## src/rtl/pipeline_pkg.sv

```systemverilog
// Shared pipeline types for the skid-buffered inter-stage registers.
//   mem_wb_payload_t : MEM/WB payload layout at the default configuration
//   skid_state_t     : occupancy state, bit0 = main valid, bit1 = skid valid
//   ZERO_REG         : architectural register hardwired to zero
package pipeline_pkg;

    localparam int unsigned DEF_XLEN    = 32;
    localparam int unsigned DEF_RADDR_W = 5;
    localparam int unsigned ZERO_REG    = 0;

    typedef struct packed {
        logic [DEF_XLEN-1:0]    alu_result;
        logic [DEF_XLEN-1:0]    read_data;
        logic                   mem_to_reg;
        logic                   reg_write;
        logic [DEF_RADDR_W-1:0] rd_num;
    } mem_wb_payload_t;

    // Encoding is the pair of entry valid bits {skid, main}.
    typedef enum logic [1:0] {
        EMPTY = 2'b00,
        ONE   = 2'b01,
        TWO   = 2'b11
    } skid_state_t;

endpackage

```

## src/rtl/pipe_skid_buf.sv

```systemverilog
// Generic 2-entry skid buffer with synchronous flush.
//   clk, rst             : clock, async active-high reset
//   flush                : drop all entries next cycle (port handshakes still complete)
//   in_valid/in_ready    : upstream handshake; in_ready is a flop, independent of out_ready
//   in_data[W]           : upstream payload
//   out_valid/out_ready  : downstream handshake on the main entry
//   out_data[W]          : main entry payload, shown regardless of valid
module pipe_skid_buf
    import pipeline_pkg::*;
#(
    parameter int unsigned W = 8
) (
    input  logic         clk,
    input  logic         rst,
    input  logic         flush,
    input  logic         in_valid,
    output logic         in_ready,
    input  logic [W-1:0] in_data,
    output logic         out_valid,
    input  logic         out_ready,
    output logic [W-1:0] out_data
);

    skid_state_t  state_q;
    skid_state_t  state_d;
    logic [W-1:0] main_q;
    logic [W-1:0] skid_q;

    logic acc_c;
    logic ret_c;
    logic load_main_c;
    logic load_skid_c;
    logic pop_skid_c;

    // Both handshake outputs are straight state-register bits.
    assign in_ready  = ~state_q[1];
    assign out_valid = state_q[0];
    assign out_data  = main_q;

    assign acc_c = in_valid & in_ready;
    assign ret_c = out_valid & out_ready;

    // Occupancy state register.
    always_ff @(posedge clk or posedge rst) begin
        if (rst) begin
            state_q <= EMPTY;
        end else begin
            state_q <= state_d;
        end
    end

    // Next state and entry load selects.
    always_comb begin
        state_d     = state_q;
        load_main_c = 1'b0;
        load_skid_c = 1'b0;
        pop_skid_c  = 1'b0;

        case (state_q)
            EMPTY: begin
                if (acc_c) begin
                    load_main_c = 1'b1;
                    state_d     = ONE;
                end
            end
            ONE: begin
                if (acc_c && ret_c) begin
                    load_main_c = 1'b1;
                end else if (acc_c) begin
                    load_skid_c = 1'b1;
                    state_d     = TWO;
                end else if (ret_c) begin
                    state_d     = EMPTY;
                end
            end
            TWO: begin
                // in_ready is low here, so only a retire can move the state.
                if (ret_c) begin
                    pop_skid_c = 1'b1;
                    state_d    = ONE;
                end
            end
            default: begin
                state_d = EMPTY;
            end
        endcase

        // Flush discards everything, including an entry accepted this cycle.
        if (flush) begin
            state_d     = EMPTY;
            load_main_c = 1'b0;
            load_skid_c = 1'b0;
            pop_skid_c  = 1'b0;
        end
    end

    // Entry payloads; only written on explicit loads, held otherwise.
    always_ff @(posedge clk or posedge rst) begin
        if (rst) begin
            main_q <= '0;
            skid_q <= '0;
        end else begin
            if (load_main_c) begin
                main_q <= in_data;
            end else if (pop_skid_c) begin
                main_q <= skid_q;
            end
            if (load_skid_c) begin
                skid_q <= in_data;
            end
        end
    end

endmodule

```

## src/rtl/mem_wb_skid_stage.sv

```systemverilog
// MEM/WB pipeline stage with valid/ready handshake and 2-entry skid buffer.
//   clk, rst                     : clock, async active-high reset
//   flush                        : synchronous pipeline flush
//   in_valid/in_ready            : upstream handshake
//   alu_result, read_data,
//   mem_to_reg, reg_write, rd_num: MEM-stage payload
//   out_valid/out_ready          : write-back handshake
//   *_out                        : head entry fields (qualify with out_valid)
//   wb_data                      : selected write-back value of the head entry
//   reg_write_out                : register write enable, gated by out_valid
//   retired_cnt                  : wrapping count of output handshakes
module mem_wb_skid_stage
    import pipeline_pkg::*;
#(
    parameter int unsigned XLEN               = DEF_XLEN,
    parameter int unsigned RADDR_W            = DEF_RADDR_W,
    parameter bit          ZERO_REG_HARDWIRED = 1'b1,
    parameter int unsigned CNT_W              = 16
) (
    input  logic               clk,
    input  logic               rst,
    input  logic               flush,
    input  logic               in_valid,
    output logic               in_ready,
    input  logic [XLEN-1:0]    alu_result,
    input  logic [XLEN-1:0]    read_data,
    input  logic               mem_to_reg,
    input  logic               reg_write,
    input  logic [RADDR_W-1:0] rd_num,
    output logic               out_valid,
    input  logic               out_ready,
    output logic [XLEN-1:0]    alu_result_out,
    output logic [XLEN-1:0]    read_data_out,
    output logic [XLEN-1:0]    wb_data,
    output logic               mem_to_reg_out,
    output logic               reg_write_out,
    output logic [RADDR_W-1:0] rd_num_out,
    output logic [CNT_W-1:0]   retired_cnt
);

    // Same field order as mem_wb_payload_t, sized by this instance's parameters.
    typedef struct packed {
        logic [XLEN-1:0]    alu_result;
        logic [XLEN-1:0]    read_data;
        logic               mem_to_reg;
        logic               reg_write;
        logic [RADDR_W-1:0] rd_num;
    } stage_payload_t;

    localparam int unsigned PAYLOAD_W = $bits(stage_payload_t);

    stage_payload_t         in_pl_c;
    stage_payload_t         head_c;
    logic [PAYLOAD_W-1:0]   head_bits;
    logic                   rd_is_zero_c;
    logic [CNT_W-1:0]       retired_q;

    assign rd_is_zero_c = (rd_num == RADDR_W'(ZERO_REG));

    // Capture-side payload; writes to the zero register are dropped here.
    always_comb begin
        in_pl_c            = '0;
        in_pl_c.alu_result = alu_result;
        in_pl_c.read_data  = read_data;
        in_pl_c.mem_to_reg = mem_to_reg;
        in_pl_c.reg_write  = reg_write & ~(ZERO_REG_HARDWIRED & rd_is_zero_c);
        in_pl_c.rd_num     = rd_num;
    end

    pipe_skid_buf #(
        .W (PAYLOAD_W)
    ) u_skid (
        .clk       (clk),
        .rst       (rst),
        .flush     (flush),
        .in_valid  (in_valid),
        .in_ready  (in_ready),
        .in_data   (in_pl_c),
        .out_valid (out_valid),
        .out_ready (out_ready),
        .out_data  (head_bits)
    );

    assign head_c = head_bits;

    assign alu_result_out = head_c.alu_result;
    assign read_data_out  = head_c.read_data;
    assign mem_to_reg_out = head_c.mem_to_reg;
    assign rd_num_out     = head_c.rd_num;
    assign wb_data        = head_c.mem_to_reg ? head_c.read_data : head_c.alu_result;
    assign reg_write_out  = head_c.reg_write & out_valid;

    // Retired count; a retire in a flush cycle still counts.
    always_ff @(posedge clk or posedge rst) begin
        if (rst) begin
            retired_q <= '0;
        end else if (out_valid && out_ready) begin
            retired_q <= retired_q + CNT_W'(1);
        end
    end

    assign retired_cnt = retired_q;

endmodule

```

## config.mk

```make
export PLATFORM = sky130hd
export DESIGN_NAME = mem_wb_skid_stage
export DESIGN_NICKNAME = d
export VERILOG_FILES = /design/src/rtl/pipeline_pkg.sv /design/src/rtl/pipe_skid_buf.sv /design/src/rtl/mem_wb_skid_stage.sv
export SDC_FILE = /design/constraint.sdc
export NUM_CORES = 1
export LEC_CHECK = 0
export ABC_AREA = 0
export ABC_CLOCK_PERIOD_IN_PS = 7800
export BUFFER_PORTS_ARGS = -buffer_cell sky130_fd_sc_hd__buf_4
export CORE_MARGIN = 2
export CORE_UTILIZATION = 35
export CTS_BUF_LIST = sky130_fd_sc_hd__clkbuf_2
export DETAILED_ROUTE_END_ITERATION = 10
export HOLD_SLACK_MARGIN = 0.02
export PLACE_DENSITY = 0.63
export SLEW_MARGIN = 20
export SYNTH_ARGS = -nofsm -noshare
export SYNTH_HDL_FRONTEND = slang
export SYNTH_HIERARCHICAL = 1
export SYNTH_SLANG_ARGS = --single-unit
```

## constraint.sdc

```tcl
create_clock -name clk -period 7.8 [get_ports clk]
set_clock_uncertainty 0.05 [all_clocks]
set_input_delay 0.39 -clock clk [delete_from_list [all_inputs] [get_ports clk]]
set_output_delay 0.39 -clock clk [all_outputs]
set_load 0.05 [all_outputs]
```

======== Yosys cells after proc, flatten, opt, wreduce, memory -nomap -nowiden ========
Cells that the tools add are included.
Widths: inputs -> output; s select.
storage, ports and cells
  register bits after elaboration ......... 160
  bits of input ports ..................... 76
  output and inout bits ................... 121
  logic and storage cells ................. 43
operators by class
  muxes and demuxes ....................... 20
  equal/unequal tests ..................... 6
  reduce and logical (&&, ||, !) cells .... 6
  add/sub/neg operators ................... 1
  bitwise logic cells ..................... 6
operator list
  kind                   count
  $mux 71                2
  $mux 32                1
  $add 16x1->16 const B  1
  $mux 2                 6
  $mux 1                 9
  $ne 3x2->1 const B     2
  $pmux 2 s3             1
  $logic_not 5->1        1
  $and 1x1->1            4
  $ne 4x2->1 const B     1
  $reduce_and 4->1       1
  $ne 3x3->1 const B     1
  $eq 2x1->1 const B     1
  $eq 2x2->1 const B     1
  $logic_and 1x1->1      2
  $logic_not 2->1        1
  $not 1->1              2
  $pmux 1 s2             1
  $reduce_bool 2->1      1

======== Longest topological paths before layout ========
Gate-level depths: netlist (run 1).
  word-level depth ........................ 7
  mapped depth ............................ 8

======== By module ========
The synthesis (run 1) kept the hierarchy.
by module, submodules not included
  module             cells each  times used  area an instance (um^2)  sequential area each (um^2)
  pipe_skid_buf      484         1           6,109.6                  3,603.5
  mem_wb_skid_stage  101         1           1,099.8                  400.4

======== Worst setup path before layout (run 1) ========
Ideal clock, no wire load.
  path type ............................... flip-flop to flip-flop
  from .................................... register u_skid.state_q[0]
  to ...................................... register u_skid.skid_q[0]
  data arrival time ....................... 1.983 ns
  clock period less this slack ............ 2.158 ns
  setup time .............................. 0.125 ns
  cell stages (with the launch flop) ...... 6
  buffers on the path ..................... 1
  slack ................................... 5.642 ns
  cell sequence ........................... dfrtp_1 -> ha_1 -> and4bb_2 -> nand2_1 -> buf_2 -> mux2_2
on the way
  longest elaborated chain between the ends .. 5
  elaborated cells between the ends (all ways) .. 6
RTL lines
  item                    line                  RTL
  start, declared         pipe_skid_buf.sv:24   skid_state_t state_q;
  start signal, assigned  pipe_skid_buf.sv:48   state_q <= state_d;
  $and 1x1->1             pipe_skid_buf.sv:41   assign ret_c = out_valid & out_ready;
  $logic_and 1x1->1       pipe_skid_buf.sv:67   if (acc_c && ret_c) begin
  $mux 1                  pipe_skid_buf.sv:67
  $mux 1 *                pipe_skid_buf.sv:59   case (state_q)
  $mux 1 *                pipe_skid_buf.sv:89   if (flush) begin
  end signal, assigned    pipe_skid_buf.sv:109  skid_q <= in_data;
  end, declared           pipe_skid_buf.sv:27   logic [W-1:0] skid_q;
Every way passes the cells marked *; elsewhere a longest branch is shown, timed or not.
A chain may end at the register's enable or synchronous reset.

======== Final worst setup path (run 1) ========
  from .................................... register u_skid.main_q[6] (netlist: u_skid/out_data[6])
  to ...................................... output wb_data[23]
on the way
  longest elaborated chain between the ends .. 1
RTL lines
  item                    line                     RTL
  start, declared         pipe_skid_buf.sv:26      logic [W-1:0] main_q;
  start signal, assigned  pipe_skid_buf.sv:104     main_q <= in_data;
  start signal, assigned  pipe_skid_buf.sv:106     main_q <= skid_q;
  $mux 32                 mem_wb_skid_stage.sv:90  assign wb_data = head_c.mem_to_reg ? head_c.read_data : head_c.alu_result;
  end, declared           mem_wb_skid_stage.sv:34  output logic [XLEN-1:0] wb_data,
Every way passes these cells.

==> impl_metrics.py, run 1 <==
metrics = {
    "clock_tree": {
        "cts_buffers": 17,
        "cts.path.max_buffers": 2,
        "clk_pin_slew_worst_paths_ps": 230,
        "cts_sinks": 160,
        "cts_htree_levels": 4,
        "tritoncts": "done",
        "clock_latency_ps": 690,
        "cts_resized": 0,
        "cts-root-buf": "clkbuf_2",
    },
    "power_and_ir_drop": {
        "p_seq_share_pct": 34.4,
        "power_mw": 4.374,
        "clkPwrFrac_pct": 9.5,
        "power.switching_mw": 2.134,
        "switching_share_pct": 48.79,
        "ir_drop_mv": 0.3077,
        "p_leak_nw": 4.904,
        "pwr-share-comb_pct": 56.1,
        "power_density_mw_per_mm2": 444.5,
        "p_int_mw": 2.240,
    },
    "critical_path": {
        "path_buf_inv": 1,
        "cp_max_fo": 34,
        "critPathArrivalTime_ps": 2310,
        "crit_slowest_cell": "dfrtp_2",
        "cp-end-kind": "primary output",
        "crit_chain": "mux2_2 > buf_4",
        "worstPathRequired_ps": 7360,
        "crit_path_start_kind": "register",
        "path_delay_family": "flip-flops",
        "critPathMaxStageDelay_ps": 1020,
        "crit_type": "reg2out",
    },
    "synth": {
        "synth-seq-cells": 160,
        "synth_fp_nets": 666,
        "yosysTopAreaCellShare_pct": 55.54,
        "yosys_warnings": 6,
        "synthCells": 585,
        "yosys.area_share.adder_pct": 0.8678,
        "syn_avg_cell_area_um2": 12.32,
        "yosysTopAreaCell": "dfrtp_1",
        "synth_xor_area_share_pct": 1.944,
        "syn_area_mm2": 0.007209,
        "ys_types": 37,
        "synth_top_family_by_area": "multiplexers",
        "synth.area.mux_share_pct": 26.10,
        "yosysSeqAreaShare_pct": 55.54,
        "yosys-top-cells-area": "dfrtp_1 (56%), mux2_2 (16%), mux2i_1 (9.9%)",
        "synth-simple-area-share_pct": 6.664,
        "synth_compound_area_share_pct": 6.144,
    },
    "drt": {
        "drc": 0,
        "vias_per_cell": 4.737,
        "wire_per_inst_um": 14.74,
        "vias": 5334,
        "first_pass_iters": 5,
        "drt.antenna.violating_nets": 0,
        "drt-initial-drc-count": 157,
        "finalWirelength_mm": 16.60,
    },
    "timing": {
        "finalCriticalPeriod_ps": 2752,
        "hold_viol_final": 0,
        "tightest_slew_ps": 1073,
        "fin_crit_sh_pct": 35.29,
        "timing.fmax_mhz": 363.3,
        "drv_slew": 0,
        "holdWs_ps": 261.5,
        "grt_setup_unrepaired": "no",
        "setup_viol": 0,
        "tns_ps": 0,
        "slew_headroom_pct": 28.42,
    },
    "global_route": {
        "grt_start_max_net_pins": 81,
        "grt_overflow_total": 0,
        "antenna_found_initial": 0,
        "grt_first_pass_wirelength_mm": 27.30,
        "grt_usage_pct": 15.55,
        "grt_pass1_vias": 5304,
    },
    "floorplan": {
        "core_mm2": 0.02023,
        "io-pin-count": 197,
        "start_util_pct": 35.63,
        "row_count": 52,
        "die_y_um": 147.5,
        "die_area_mm2": 0.02176,
        "die_w_um": 147.5,
    },
    "cells_and_area": {
        "nets": 926,
        "design_area_mm2": 0.009839,
        "layout-drive-gt1-share_pct": 39.72,
        "diodes": 0,
        "final_util_pct": 48.63,
        "area_delta_synth_final_pct": 36.48,
        "fillers": 1858,
    },
    "placement": {
        "gp_congestion": 0.7837,
        "hpwl_mm": 10.47,
        "portBuffers": 196,
        "dpl_cell_area_mm2": 0.008887,
    },
    "job": {
        "drv_cap": 0,
    },
    "run_status": {
        "status": "complete, no violations",
    },
    "worst_hold_path": {
        "worstHoldPathType": "in2async",
    },
}
-- synth_stat cells --
cell type and number:
xnor2_1 8, mux2_2 104, nand2_1 10, inv_1 4, o22a_1 1, o211ai_1 2, nor4bb_1 1, o21bai_1 1
a31oi_4 1, nor3_2 1, xor2_1 8, and3_1 1, ha_1 5, mux2i_1 71, nand4_1 3, nand3_1 3
buf_6 1, nand2_2 1, buf_2 32, nand2b_1 3, and4bb_2 1, nand4b_1 1, o22ai_1 1, or4_1 1
a22oi_1 1, nand3b_1 1, buf_4 1, or3_1 1, o21a_1 1, a21oi_1 72, dfrtp_1 160, and2_1 1
clkbuf_1 1, nor3_1 1, nor2_1 77, o32ai_1 1, and3_2 2
-- cell families after synthesis --
family	Yosys count
multiplexers	175
flip-flops	160
AND/OR/NAND/NOR	109
AO/OA/AOI/OAI	81
buffers and inverters	39
XOR/XNOR	16
adder cells (fa/ha/maj)	5
-- path summary, 6_finish.rpt --
kind	cells past startpoint	slack [ps]	to	start
worst max-delay path	2	5050	wb_data[23]	u_skid/out_data[6]
worst min-delay path	3	260	retired_cnt[5]	rst
worst max register to register	4	5280	u_skid/skid_q[18]	u_skid/state_q[0]
worst min register to register	1	450	retired_cnt[15]	retired_cnt[15]
max in group asynchronous	4	5940	u_skid/out_data[6]	rst
min in group clk	5	270	u_skid/state_q[1]	in_valid
-- metrics by stage --
stage               setup slack, ps  cells
floorplan                      3494    585
global placement               5296   1021
detailed placement             5248   1021
CTS                            4845   1126
global route                   4815   1126
finish                         5048   1126
-- tightest hold or removal path, cell delays in order --
cell,delay [ps]
dlygate4sd3_1,540
buf_4,150
inv_1,440
-- area by class of cell --
| class | instances | area [um^2] | area share [%] |
|---|---|---|---|
| Sequential cell | 160 | 4005 | 40.70 |
| Multi-Input combinational cell | 386 | 3015 | 30.65 |
| Timing Repair Buffer | 276 | 2260 | 22.97 |
| Tap cell | 270 | 337.8 | 3.433 |
| Clock buffer | 22 | 110.1 | 1.119 |
| Clock inverter | 8 | 91.34 | 0.9283 |
| Inverter | 4 | 20.02 | 0.2035 |
-- sequential cells by signal, summed over array words and instances (netlist names) --
| name | count |
|---|---|
| retired_cnt | 16 |
| u_skid/state_q | 2 |
| u_skid/out_data | 71 |
| u_skid/skid_q | 71 |
-- layer usage --
| metal | track usage (%) | routed length [um] | up-vias |
|---|---|---|---|
| met4 | 5.000 | 239 | 0 |
| met2 | 25.14 | 7880 | 137 |
| met5 | 0 | 0 | - |
| met1 | 20.79 | 7724 | 2610 |
| li1 | - | - | 2571 |
| met3 | 3.611 | 751 | 16 |
-- power groups by stage --
stage / Combinational [mW] / Clock (mW) / Sequential [mW]
detailed placement: 2.43 / 0 / 1.53
CTS: 2.47 / 0.445 / 1.51
global route: 2.58 / 0.480 / 1.57
floorplan: 1.16 / 0 / 2.09
finish: 2.45 / 0.416 / 1.50
global placement: 2.41 / 0 / 1.52
-- placed cells by master, fill, tap and decap left out, drive strengths merged, types with 2 or more instances in the layout --
cell / netlist / routed
clkbuf: 1 / 22
buf: 34 / 201
dfrtp: 160 / 160
xor2: 8 / 8
and3: 3 / 3
mux2: 104 / 104
nand2: 11 / 11
inv: 4 / 4
nand2b: 3 / 3
nor3: 2 / 2
nor2: 77 / 77
ha: 5 / 5
nand3: 3 / 3
a21oi: 72 / 72
nand4: 3 / 3
bufinv: 0 / 2
xnor2: 8 / 8
clkinv: 0 / 5
dlygate4sd3: 0 / 75
mux2i: 71 / 71
o211ai: 2 / 2
-- repair_timing --
action | 4_1_cts | 5_1_grt
endpoints found under the hold margin | 234 | 0
setup buffers | 0 | 0
hold buffers | 75 | 0
Note: power is estimated with default switching activity, not from simulation.
==> run 2: changes to the inputs <==
--- a/config.mk
+++ b/config.mk
@@ -6,7 +6,7 @@
 export NUM_CORES = 1
 export LEC_CHECK = 0
 export ABC_AREA = 0
-export ABC_CLOCK_PERIOD_IN_PS = 7800
+export ABC_CLOCK_PERIOD_IN_PS = 2700
 export BUFFER_PORTS_ARGS = -buffer_cell sky130_fd_sc_hd__buf_4
 export CORE_MARGIN = 2
 export CORE_UTILIZATION = 35
==> constraint.sdc (replaced) <==
create_clock -name clk -period 2.7 [get_ports clk]
set_clock_uncertainty 0.05 [all_clocks]
set_input_delay 0.135 -clock clk [delete_from_list [all_inputs] [get_ports clk]]
set_output_delay 0.135 -clock clk [all_outputs]
set_load 0.05 [all_outputs]
==> impl_metrics.py, run 2 (synthesis gave the netlist of run 1 again) <==
metrics = {
    "drt": {
        "vias": 5300,
        "drc": 0,
        "vias_per_cell": 4.670,
        "first_pass_iters": 6,
        "drt-initial-drc-count": 180,
        "finalWirelength_mm": 16.69,
        "drt.antenna.violating_nets": 0,
        "wire_per_inst_um": 14.70,
    },
    "critical_path": {
        "worstPathRequired_ps": 2520,
        "critPathMaxStageDelay_ps": 720,
        "crit_path_start_kind": "register",
        "path_delay_family": "flip-flops",
        "reg2reg_from": "u_skid/state_q[0]",
        "setup.worst_path.start": "u_skid/out_data[6]",
        "reg2reg_to": "u_skid/state_q[0]",
        "critPathArrivalTime_ps": 2170,
        "crit_type": "reg2out",
        "crit_slowest_cell": "dfrtp_2",
        "path_buf_inv": 2,
        "r2r_slack_ps": 350,
        "r2r_cells": 6,
        "crit_chain": "buf_12 > mux2_2 > buf_4",
        "cp_max_fo": 19,
        "cp-end-kind": "primary output",
    },
    "placement": {
        "gp_congestion": 0.7312,
        "hpwl_mm": 10.89,
        "dp_slack_ps": 504.2,
        "portBuffers": 196,
        "dpl_cell_area_mm2": 0.009016,
    },
    "global_route": {
        "grt_overflow_total": 0,
        "grt_first_pass_wirelength_mm": 27.59,
        "grt_pass1_vias": 5364,
        "antenna_found_initial": 0,
        "grt_usage_pct": 15.63,
        "grt_start_max_net_pins": 142,
    },
    "cells_and_area": {
        "final_util_pct": 49.89,
        "layout_commonest_cell": "buf_4",
        "design_area_mm2": 0.01010,
        "area_delta_synth_final_pct": 40.04,
        "final_cell_mix": "buf_4 (197), dfrtp_1 (159), mux2_2 (104), dlygate4sd3_1 (78), nor2_1 (77)",
        "nets": 933,
        "diodes": 0,
        "layout-drive-gt1-share_pct": 40.12,
    },
    "worst_hold_path": {
        "worstHoldPathType": "in2reg",
        "min_path_cells": 3,
        "hold_end": "u_skid/skid_q[45]",
        "min_from": "alu_result[6]",
    },
    "clock_tree": {
        "clk_pin_slew_worst_paths_ps": 240,
        "cts-root-buf": "clkbuf_2",
        "tritoncts": "done",
        "cts.path.max_buffers": 2,
        "cts_buffers": 17,
        "clock_latency_ps": 690,
        "cts_sinks": 160,
        "cts_htree_levels": 4,
        "cts_setup_buffers": 0,
    },
    "power_and_ir_drop": {
        "p_seq_share_pct": 32.9,
        "power_density_mw_per_mm2": 1296,
        "pwr-share-comb_pct": 55.2,
        "ir_drop_mv": 1.041,
        "switching_share_pct": 47.98,
        "p_int_mw": 6.804,
        "power.switching_mw": 6.276,
        "p_leak_nw": 5.019,
        "clkPwrFrac_pct": 11.9,
    },
    "timing": {
        "fin_crit_sh_pct": 87.33,
        "tightest_slew_ps": 837.6,
        "finalCriticalPeriod_ps": 2358,
        "tns_ps": 0,
        "timing.fmax_mhz": 424.1,
        "slew_headroom_pct": 44.16,
        "setup_viol": 0,
        "setup_ws_ps": 342.2,
        "grt_setup_unrepaired": "no",
        "hold_viol_final": 0,
        "drv_slew": 0,
    },
    "floorplan": {
        "row_count": 52,
        "die_w_um": 147.5,
        "core_mm2": 0.02023,
        "die_y_um": 147.5,
        "start_util_pct": 35.63,
        "die_area_mm2": 0.02176,
        "io-pin-count": 197,
    },
    "run_status": {
        "status": "complete, no violations",
    },
    "job": {
        "drv_cap": 0,
    },
}
run 2: changes by cell type in the layout (fill, tap and decap cells not counted), sizes merged:
cell	previous run	this run
clkbuf	22	18
buf	201	205
bufinv	2	5
dlygate4sd3	75	78
inv	4	6
clkinvlp	1	2
run 2: worst reg2reg max path, cell delays in order (launching register included):
cell           delay, ps
dfrtp_1              640
inv_1                150
ha_1                 240
a22oi_1              330
o32ai_1              160
o21bai_1             170
dlygate4sd3_1        550
run 2: how the worst max path moves through the flow:
stage / endpoint / slack (ps) / depth (start not counted)
3_5_place_dp: u_skid/out_data[25] / 500 / 7
3_3_place_gp: u_skid/out_data[27] / 560 / 7
2_1_floorplan: u_skid/skid_q[0] / 540 / 5
5_1_grt: wb_data[15] / 140 / 3
6_report: wb_data[11] / 340 / 3
4_1_cts: wb_data[19] / 210 / 3
run 2: power by group through the flow:
stage | Sequential (mW) | Combinational [mW] | Clock (mW)
4_1_cts | 4.32 | 7.25 | 1.65
2_1_floorplan | 6.03 | 3.34 | 0
3_5_place_dp | 4.38 | 7.14 | 0
3_3_place_gp | 4.35 | 7.07 | 0
6_report | 4.30 | 7.22 | 1.56
5_1_grt | 4.47 | 7.60 | 1.74
run 2: repair_timing:
item | 4_1_cts | 5_1_grt
setup endpoints to repair | 0 | 0
resized for setup | 0 | 0
hold buffers | 78 | 0
hold endpoints to repair | 316 | 0
run 2: layout make-up:
cell class / count / area, um^2
inverters: 4 / 18.77
repair buffers: 283 / 2420
multi-input cells: 386 / 3015
well taps: 270 / 337.8
fillers: 1814 / 10140
clock buffers: 18 / 90.09
clock inverters: 14 / 209.0
flip-flops and latches: 160 / 4005
run 2: per-layer routing:
layer  GRT usage, %  part of all wire, %  wire (um)  vias up
li1               -                    -          -     2588
met3          4.043                  4.6        760       16
met2          24.88                   47       7921      118
met1          21.10                   47       7808     2578
met4          4.615                  1.2        200        0
met5              0                    0          0        -
run 2: stage by stage:
| stage | std cells | power, mW | hold slack [ps] |
|---|---|---|---|
| floorplan | 585 | 9.372 | -1.260 |
| global placement | 1025 | 11.41 | -1.703 |
| detailed placement | 1025 | 11.52 | -4.411 |
| CTS | 1135 | 13.22 | 26.83 |
| global route | 1135 | 13.81 | 26.28 |
| finish | 1135 | 13.08 | 157.8 |
==> run 3: changes to the inputs <==
--- a/config.mk
+++ b/config.mk
@@ -9,11 +9,11 @@
 export ABC_CLOCK_PERIOD_IN_PS = 2700
 export BUFFER_PORTS_ARGS = -buffer_cell sky130_fd_sc_hd__buf_4
 export CORE_MARGIN = 2
-export CORE_UTILIZATION = 35
+export CORE_UTILIZATION = 50
 export CTS_BUF_LIST = sky130_fd_sc_hd__clkbuf_2
 export DETAILED_ROUTE_END_ITERATION = 10
 export HOLD_SLACK_MARGIN = 0.02
-export PLACE_DENSITY = 0.63
+export PLACE_DENSITY = 0.83
 export SLEW_MARGIN = 20
 export SYNTH_ARGS = -nofsm -noshare
 export SYNTH_HDL_FRONTEND = slang
==> impl_metrics.py, run 3 (synthesis gave the netlist of run 1 again) <==
metrics = {
    "floorplan": {
        "die_w_um": 124.1,
        "die_area_mm2": 0.01540,
        "die_y_um": 124.1,
        "start_util_pct": 51.54,
        "core_mm2": 0.01399,
        "io-pin-count": 197,
        "row_count": 43,
    },
    "drt": {
        "vias_per_cell": 5.369,
        "drt.antenna.violating_nets": 0,
        "vias": 5637,
        "wire_per_inst_um": 17.50,
        "first_pass_iters": 4,
        "drt-initial-drc-count": 320,
        "finalWirelength_mm": 18.37,
        "drc": 0,
    },
    "critical_path": {
        "setup.worst_path.start": "u_skid/state_q[0]",
        "critPathArrivalTime_ps": 2950,
        "crit_path_start_kind": "register",
        "crit_type": "reg2reg",
        "cp_max_fo": 36,
        "worstPathRequired_ps": 3260,
        "cp-end-kind": "register",
        "reg2reg_from": "u_skid/state_q[0]",
    },
    "run_status": {
        "status": "complete, no violations",
    },
    "cells_and_area": {
        "final_util_pct": 71.37,
        "fillers": 962,
        "layout_commonest_cell": "buf_4",
        "nets": 937,
        "final_cell_mix": "buf_4 (196), dfrtp_1 (159), mux2_2 (104), nor2_1 (77), dlygate4sd3_1 (77)",
        "layout-drive-gt1-share_pct": 40.62,
        "area_delta_synth_final_pct": 38.48,
    },
    "global_route": {
        "grt_pass1_vias": 5822,
        "grt_start_max_net_pins": 145,
        "grt_first_pass_wirelength_mm": 28.44,
        "grt_usage_pct": 24.24,
        "grt_overflow_total": 0,
        "antenna_found_initial": 1,
    },
    "clock_tree": {
        "tritoncts": "done",
        "cts.path.max_buffers": 2,
        "cts_htree_levels": 4,
        "clock_latency_ps": 700,
        "cts_sinks": 160,
        "cts-root-buf": "clkbuf_2",
        "cts_buffers": 17,
        "cts_resized": 0,
        "clk_pin_slew_worst_paths_ps": 230,
    },
    "power_and_ir_drop": {
        "power_density_mw_per_mm2": 1288,
        "ir_drop_mv": 0.9120,
        "p_leak_nw": 5.026,
    },
    "timing": {
        "slew_headroom_pct": 50.56,
        "grt_setup_unrepaired": "no",
        "timing.fmax_mhz": 419.4,
        "fin_crit_sh_pct": 88.30,
        "drv_slew": 0,
        "setup_viol": 0,
        "hold_viol_final": 0,
        "finalCriticalPeriod_ps": 2384,
        "tightest_slew_ps": 741.6,
        "tns_ps": 0,
    },
    "worst_hold_path": {
        "worstHoldPathType": "in2async",
    },
    "placement": {
        "gp_congestion": 0.7658,
        "portBuffers": 196,
        "hpwl_mm": 12.33,
    },
    "job": {
        "drv_cap": 0,
    },
}
run 3: cell types whose count changed in the layout (fill, tap and decap cells not counted):
cell / previous run / this run
clkbuf_2: 18 / 17
clkinv_1: 3 / 2
clkinv_4: 1 / 4
bufinv_16: 5 / 0
dlygate4sd3_1: 78 / 77
diode_2: 0 / 1
buf_12: 8 / 14
buf_4: 197 / 196
clkinv_2: 1 / 3
inv_6: 3 / 5
run 3: path summary, 6_finish.rpt:
| path | to | slack [ps] | cells past startpoint |
|---|---|---|---|
| setup reg to reg | u_skid/out_data[38] | 320 | 7 |
| setup / recovery | u_skid/out_data[38] | 320 | 7 |
| max in group asynchronous | retired_cnt[4] | 1650 | 4 |
| hold / removal | u_skid/skid_q[35] | 150 | 4 |
| min in group clk | u_skid/skid_q[24] | 150 | 3 |
| hold reg to reg | retired_cnt[15] | 450 | 1 |
run 3: area by class of cell:
class | count | area [um^2] | area share, %
Clock inverter | 15 | 108.9 | 1.090
Tap cell | 180 | 225.2 | 2.256
Clock buffer | 17 | 85.08 | 0.8522
Inverter | 4 | 18.77 | 0.1880
Sequential cell | 160 | 4005 | 40.12
Multi-Input combinational cell | 386 | 3015 | 30.20
Antenna cell | 1 | 2.502 | 0.02507
Timing Repair Buffer | 287 | 2522 | 25.27
run 3: per-layer routing:
layer / track usage [%] / vias to the layer above / wire length, um
met5: 0 / - / 0
met2: 43.10 / 210 / 9580
met1: 28.70 / 2799 / 7386
met3: 4.808 / 32 / 1055
li1: - / 2596 / -
met4: 9.831 / 0 / 350
run 3: through the flow:
step | worst slack [ps] | area, um^2 | hold slack, ps | total power [mW] | cells
2_1_floorplan | 542.1 | 7213 | -1.260 | 9.372 | 585
3_3_place_gp | 510.4 | 9016 | 189.8 | 11.39 | 940
3_5_place_dp | 350.6 | 9016 | 211.1 | 11.67 | 940
4_1_cts | 298.2 | 9981 | 60.14 | 12.88 | 1049
5_1_grt | 80.95 | 9983 | 62.14 | 13.50 | 1050
6_report | 315.9 | 9983 | 145.4 | 12.86 | 1050
run 3: report_power, final:
part	leakage, nW	switching, mW	internal (mW)
sequential	1.87	0.865	3.48
clock	0.125	0.852	0.250
combinational	3.03	4.74	2.67
total	5.03	6.46	6.40
run 3: what timing repair did:
action / in CTS / in global routing
endpoints found under the hold margin: 315 / 0
hold buffers: 77 / 0
setup buffers: 0 / 0
run 3: critical path: stages, from the launching register on:
cell,delay (ps)
dfrtp_1,640
inv_1,160
ha_1,240
nor4bb_1,170
a31oi_4,560
buf_12,270
nor2_1,60
a21oi_1,150
